[src/rtl/modulo_varredura_matriz.sv]
// Row scanner for a 7x5 LED matrix with a double-buffered frame store.
// One row is lit for DIV cycles, then all rows are dark for BLANK cycles.
// Writes always go to the back buffer. Buffers exchange only at a frame
// boundary or while idle, so a displayed frame is never torn.
module modulo_varredura_matriz #(
    parameter int DIV   = 1000,
    parameter int BLANK = 4
) (
    input  logic       clk,
    input  logic       reset,
    input  logic       en,
    input  logic       wr_en,
    input  logic [2:0] wr_addr,
    input  logic [4:0] wr_data,
    input  logic       swap_req,
    output logic       swap_ack,
    output logic [2:0] mdl,
    output logic [6:0] row_n,
    output logic [4:0] col,
    output logic       frame_tick
);

    // The prescaler is at least 16 bits and grows when DIV or BLANK needs more.
    localparam int CW = ($clog2(DIV + BLANK) > 16) ? $clog2(DIV + BLANK) : 16;
    localparam logic [CW-1:0] ON_LAST    = CW'(DIV - 1);
    localparam logic [CW-1:0] BLANK_LAST = CW'(BLANK - 1);

    typedef enum logic [1:0] {
        ST_IDLE,
        ST_ON,
        ST_BLANK
    } state_t;

    state_t          state_q;
    logic [CW-1:0]   cnt_q;
    logic [2:0]      mdl_q;
    logic [6:0]      rowN_q;
    logic [4:0]      col_q;
    logic            swapAck_q;
    logic            frameTick_q;
    logic            sel_q;
    logic            sel_d;
    logic [4:0]      frameBuf_q [2][7];
    logic [4:0]      frameBuf_d [2][7];
    logic [4:0]      front_d [7];
    logic            rowEnd;
    logic            frameEnd;
    logic            swapNow;
    logic [2:0]      mdlNext;

    // Active-low one-hot enable for a given row.
    function automatic logic [6:0] rowSel(input logic [2:0] idx);
        return ~(7'b000_0001 << idx);
    endfunction

    // Decide where the current row ends and whether the buffers swap at this edge.
    // An idle swap is blocked while the ack is still high, so a requester
    // that drops swap_req only after seeing the ack gets exactly one swap.
    always_comb begin
        rowEnd   = (state_q == ST_BLANK) && (cnt_q == BLANK_LAST);
        frameEnd = rowEnd && (mdl_q == 3'd6);
        swapNow  = swap_req && (frameEnd || ((state_q == ST_IDLE) && !swapAck_q));
        sel_d    = sel_q ^ swapNow;
        mdlNext  = (mdl_q == 3'd6) ? 3'd0 : mdl_q + 3'd1;
    end

    // Next buffer contents: a write lands in the pre-swap back buffer.
    // The front view is taken after any swap, so data written at a swap
    // edge is displayed straight away.
    always_comb begin
        frameBuf_d = frameBuf_q;
        if (wr_en && (wr_addr != 3'd7)) begin
            frameBuf_d[~sel_q][wr_addr] = wr_data;
        end
        for (int i = 0; i < 7; i++) begin
            front_d[i] = frameBuf_d[sel_d][i];
        end
    end

    // Frame store and front/back select.
    always_ff @(posedge clk) begin
        if (reset) begin
            sel_q <= 1'b0;
            for (int b = 0; b < 2; b++) begin
                for (int r = 0; r < 7; r++) begin
                    frameBuf_q[b][r] <= 5'd0;
                end
            end
        end else begin
            sel_q      <= sel_d;
            frameBuf_q <= frameBuf_d;
        end
    end

    // Scan FSM. The row, column and pulse outputs are all registered here.
    always_ff @(posedge clk) begin
        if (reset) begin
            state_q     <= ST_IDLE;
            cnt_q       <= '0;
            mdl_q       <= 3'd0;
            rowN_q      <= 7'h7F;
            col_q       <= 5'd0;
            swapAck_q   <= 1'b0;
            frameTick_q <= 1'b0;
        end else begin
            swapAck_q   <= swapNow;
            frameTick_q <= frameEnd;
            case (state_q)
                ST_IDLE: begin
                    cnt_q <= '0;
                    mdl_q <= 3'd0;
                    if (en) begin
                        state_q <= ST_ON;
                        rowN_q  <= rowSel(3'd0);
                        col_q   <= front_d[0];
                    end else begin
                        rowN_q  <= 7'h7F;
                        col_q   <= 5'd0;
                    end
                end
                ST_ON: begin
                    if (cnt_q == ON_LAST) begin
                        state_q <= ST_BLANK;
                        cnt_q   <= '0;
                        rowN_q  <= 7'h7F;
                        col_q   <= 5'd0;
                    end else begin
                        cnt_q   <= cnt_q + 1'b1;
                        rowN_q  <= rowSel(mdl_q);
                        col_q   <= front_d[mdl_q];
                    end
                end
                ST_BLANK: begin
                    if (rowEnd) begin
                        cnt_q <= '0;
                        if (en) begin
                            state_q <= ST_ON;
                            mdl_q   <= mdlNext;
                            rowN_q  <= rowSel(mdlNext);
                            col_q   <= front_d[mdlNext];
                        end else begin
                            state_q <= ST_IDLE;
                            mdl_q   <= 3'd0;
                            rowN_q  <= 7'h7F;
                            col_q   <= 5'd0;
                        end
                    end else begin
                        cnt_q  <= cnt_q + 1'b1;
                        rowN_q <= 7'h7F;
                        col_q  <= 5'd0;
                    end
                end
                default: begin
                    state_q <= ST_IDLE;
                    cnt_q   <= '0;
                    mdl_q   <= 3'd0;
                    rowN_q  <= 7'h7F;
                    col_q   <= 5'd0;
                end
            endcase
        end
    end

    assign swap_ack   = swapAck_q;
    assign mdl        = mdl_q;
    assign row_n      = rowN_q;
    assign col        = col_q;
    assign frame_tick = frameTick_q;

endmodule

[config.mk]
export PLATFORM = sky130hd
export DESIGN_NAME = modulo_varredura_matriz
export DESIGN_NICKNAME = d
export VERILOG_FILES = /design/src/rtl/modulo_varredura_matriz.sv
export SDC_FILE = /design/constraint.sdc
export NUM_CORES = 1
export LEC_CHECK = 0
export BUFFER_PORTS_ARGS = -buffer_cell sky130_fd_sc_hd__buf_2
export CAP_MARGIN = 10
export CORE_UTILIZATION = 62
export DETAILED_ROUTE_END_ITERATION = 12
export PLACE_DENSITY = 0.8
export SLEW_MARGIN = 20
export SYNTH_ARGS = -nofsm -noshare
export SYNTH_HDL_FRONTEND = slang
export SYNTH_SLANG_ARGS = --single-unit
[constraint.sdc]
create_clock -name clk -period 3.9 [get_ports clk]
set_input_delay 0.195 -clock clk [delete_from_list [all_inputs] [get_ports clk]]
set_output_delay 0.195 -clock clk [all_outputs]
set_load 0.05 [all_outputs]
==> results.tsv <==
stage	metric	value	unit
logic_synthesis	netlist.area_leader.share	34.9	%
clock_tree	path_clk_slew	110	ps
clock_tree	ctsHoldBuffers	0	
global_routing	grt_max_degree	55	
sta	clock_skew	17.0	ps
logic_synthesis	async_reset_ff_share	0	%
global_routing	grt_pass1_vias	5658	
worst_setup_path	crit_fanout	32	
cells_and_area	fillCellCount	813	
worst_setup_path	max_stage_delay	750	ps
cells_and_area	drive_gt1_share	10.7	%
sta	finalMaxSlewViolations	0	
power_and_ir_drop	leakage	2.19	nW
clock_tree	htreeDepth	3	
route	drtPass1Iterations	8	
sta	min_period_over_period	93.9	%
global_routing	antenna_found_initial	0	
power_and_ir_drop	vdd_ir_drop_max	0.341	mV
placed_design	hpwlAfterDp	14000	um
placed_design	place_congestion	1.01	
die	die-area	10200	um2
cells_and_area	n_antenna_cell	0	
route	vias_per_cell	6.73	
power_and_ir_drop	power.density	551	nW/um2
die	initial_core_util	65.0	%
worst_setup_path	end_kind	flop	
clock_tree	worstSkewPairLatency	390	ps
placed_design	pre_cts_ws	389	ps
logic_synthesis	synth_fp_nets	796	
cells_and_area	layout.nets	802	
sta	min_period	3660	ps
logic_synthesis	syn_area_per_cell	7.83	um2
clock_tree	cts_setup_buffers	0	
logic_synthesis	yosysSeqAreaShare	34.9	%
route	ant_nets	0	
clock_tree	post_cts_resized	0	
cells_and_area	multi_input_area	3690	um2
worst_setup_path	cp_top_family	compound AO/OA/AOI/OAI gates	
logic_synthesis	synth_area	6090	um2
sta	hold_viol_final	0	
run_status	status	finished clean	
logic_synthesis	synth_edf_count	0	
sta	timing.final.ws_setup	237	ps
placed_design	port_buffers	29	
sta	fin_tns_setup	0	ps
logic_synthesis	synth.most_common_cell	nor2_1	
clock_tree	ctsRootBufferMaster	clkbuf_8	
sta	relSlewSlack	41.9	%
die	rows	35	
worst_setup_path	crit_slowest_cell	o311ai_0	
sta	tightest_slew	872	ps
sta	setup_violations	0	
worst_setup_path	cp-start-kind	flop	
die	core_area	9370	um2
logic_synthesis	yosys-top-cells-area	dfxtp_1, nor2_1, nand2_1	
sta	rsz0062_at_grt	no	
cells_and_area	synthToLayoutAreaGrowth	5.98	%
logic_synthesis	synth_warnings	0	
route	post_drt_wl_per_cell	21.2	um
clock_tree	cts_tree	done	
worst_setup_path	crit_path_cell_trace	ha_1 > nor4b_2 > and4_1 > a21o_4 > nor2_2 > o311ai_0 > o22ai_1 > o21ai_0 > a41oi_1	
worst_setup_path	crit_type	reg -> reg	
global_routing	grt_pass1_wl	30500	um
worst_setup_path	cp.required	4170	ps
worst_setup_path	cp.buffers_inverters	0	
logic_synthesis	synth_cell_types	84	
logic_synthesis	ys.flop_type	dfxtp_1	
logic_synthesis	syn_inst	777	
route	vias	6168	
logic_synthesis	ys_seq_elements	106	
global_routing	grt_overflow	0	
clock_tree	cts_buffers	9	
route	drt_iter0_drc	711	
flow_run	maxCapViolations	0	
cells_and_area	regArea	2120	um2
route	drc	0	
die	die_width	101	um
clock_tree	clockBufferDepth	2	
global_routing	grt_usage	39.3	%
hold_path	hp-class	in -> reg	
logic_synthesis	yosys-top-cells-count	nor2_1, dfxtp_1, nand2_1, a21oi_1, o21ai_0	
worst_setup_path	arrival	3940	ps
die	ios	30	
logic_synthesis	yosys.area.top_type	dfxtp_1	
sta	fmax	273	MHz
route	wirelength	19400	um
die	fp.dieH	101	um
clock_tree	clock_sinks	106	
-- logic make-up after synthesis --
group                    count (synthesis)  synth area share [%]
AND/OR/NAND/NOR                        356                  29.2
adder cells (fa/ha/maj)                  6                  1.23
buffers and inverters                   62                  4.52
XOR/XNOR                                14                  2.01
flip-flops                             106                  34.9
multiplexers                            36                  5.98
AO/OA/AOI/OAI                          197                  22.2
-- metal layers --
| layer | global-route usage, % | part of all wire, % | vias to the layer above | wire length (um) |
|---|---|---|---|---|
| met5 | 0 | 0 | - | 0 |
| met3 | 7.70 | 10 | 90 | 1970 |
| li1 | - | - | 2852 | - |
| met2 | 62.6 | 45 | 400 | 8780 |
| met4 | 17.8 | 4.4 | 0 | 860 |
| met1 | 51.3 | 40 | 2826 | 7770 |
-- stage by stage --
step,std cells,util [%],instance area [um2],hold WS (ps),power (mW)
floorplan,777,-,6090,342,2.48
global placement,901,67.0,6280,431,2.83
detailed placement,901,67.0,6280,456,2.86
CTS,916,68.8,6450,124,3.49
global route,916,68.8,6450,148,3.70
finish,916,68.8,6450,133,3.56
-- flip-flops by register name, indices dropped and copies added (netlist names) --
register,flops
frameBuf_q,70
cnt_q,16
row_n,7
col,5
mdl,3
state_q,2
frame_tick,1
sel_q,1
swap_ack,1
-- worst register-to-register path: cells and delay by family, from the launching register on --
| kind | cells | cell delay [ps] |
|---|---|---|
| AND/OR/NAND/NOR | 3 | 1210 |
| adder cells (fa/ha/maj) | 1 | 240 |
| flip-flops | 1 | 380 |
| AO/OA/AOI/OAI | 5 | 1720 |
-- where the power goes --
group,internal [mW],switching (mW)
clock,0.238,0.399
combinational,0.528,1.18
sequential,1.16,0.0465
total,1.93,1.63
-- cell usage in the layout (no fill, tap or decap), types with 5 or more instances in the layout --
| master | n |
|---|---|
| and3_1 | 7 |
| nand3_1 | 30 |
| buf_2 | 29 |
| mux2i_1 | 33 |
| ha_1 | 6 |
| nand2_1 | 101 |
| buf_4 | 14 |
| o221ai_1 | 5 |
| o22ai_1 | 10 |
| and2_1 | 7 |
| inv_1 | 11 |
| clkbuf_8 | 9 |
| a211oi_1 | 10 |
| a211o_1 | 7 |
| nor3_1 | 18 |
| or4_1 | 7 |
| xor2_1 | 8 |
| nand4_1 | 9 |
| a21oi_1 | 58 |
| xnor2_1 | 6 |
| dfxtp_1 | 106 |
| o21ai_0 | 37 |
| o211ai_1 | 5 |
| nand2b_1 | 8 |
| nor2_1 | 111 |
| nor4_1 | 16 |
| a41oi_1 | 6 |
-- path summary, 6_finish.rpt --
check,from,to,slack (ps),depth (start not counted)
setup / recovery,cnt_q[0],col[1],240,9
hold reg to reg,frameBuf_q[62],frameBuf_q[62],470,2
setup reg to reg,cnt_q[0],col[1],240,9
hold / removal,en,mdl[1],130,3
-- cell type report --
| class | count | area share [%] |
|---|---|---|
| Sequential cell | 106 | 32.9 |
| Inverter | 14 | 0.815 |
| Multi-Input combinational cell | 609 | 57.2 |
| Tap cell | 129 | 2.50 |
| Clock buffer | 9 | 1.92 |
| Timing Repair Buffer | 43 | 3.88 |
| Clock inverter | 6 | 0.795 |
Power figures use the tool's default switching activity.
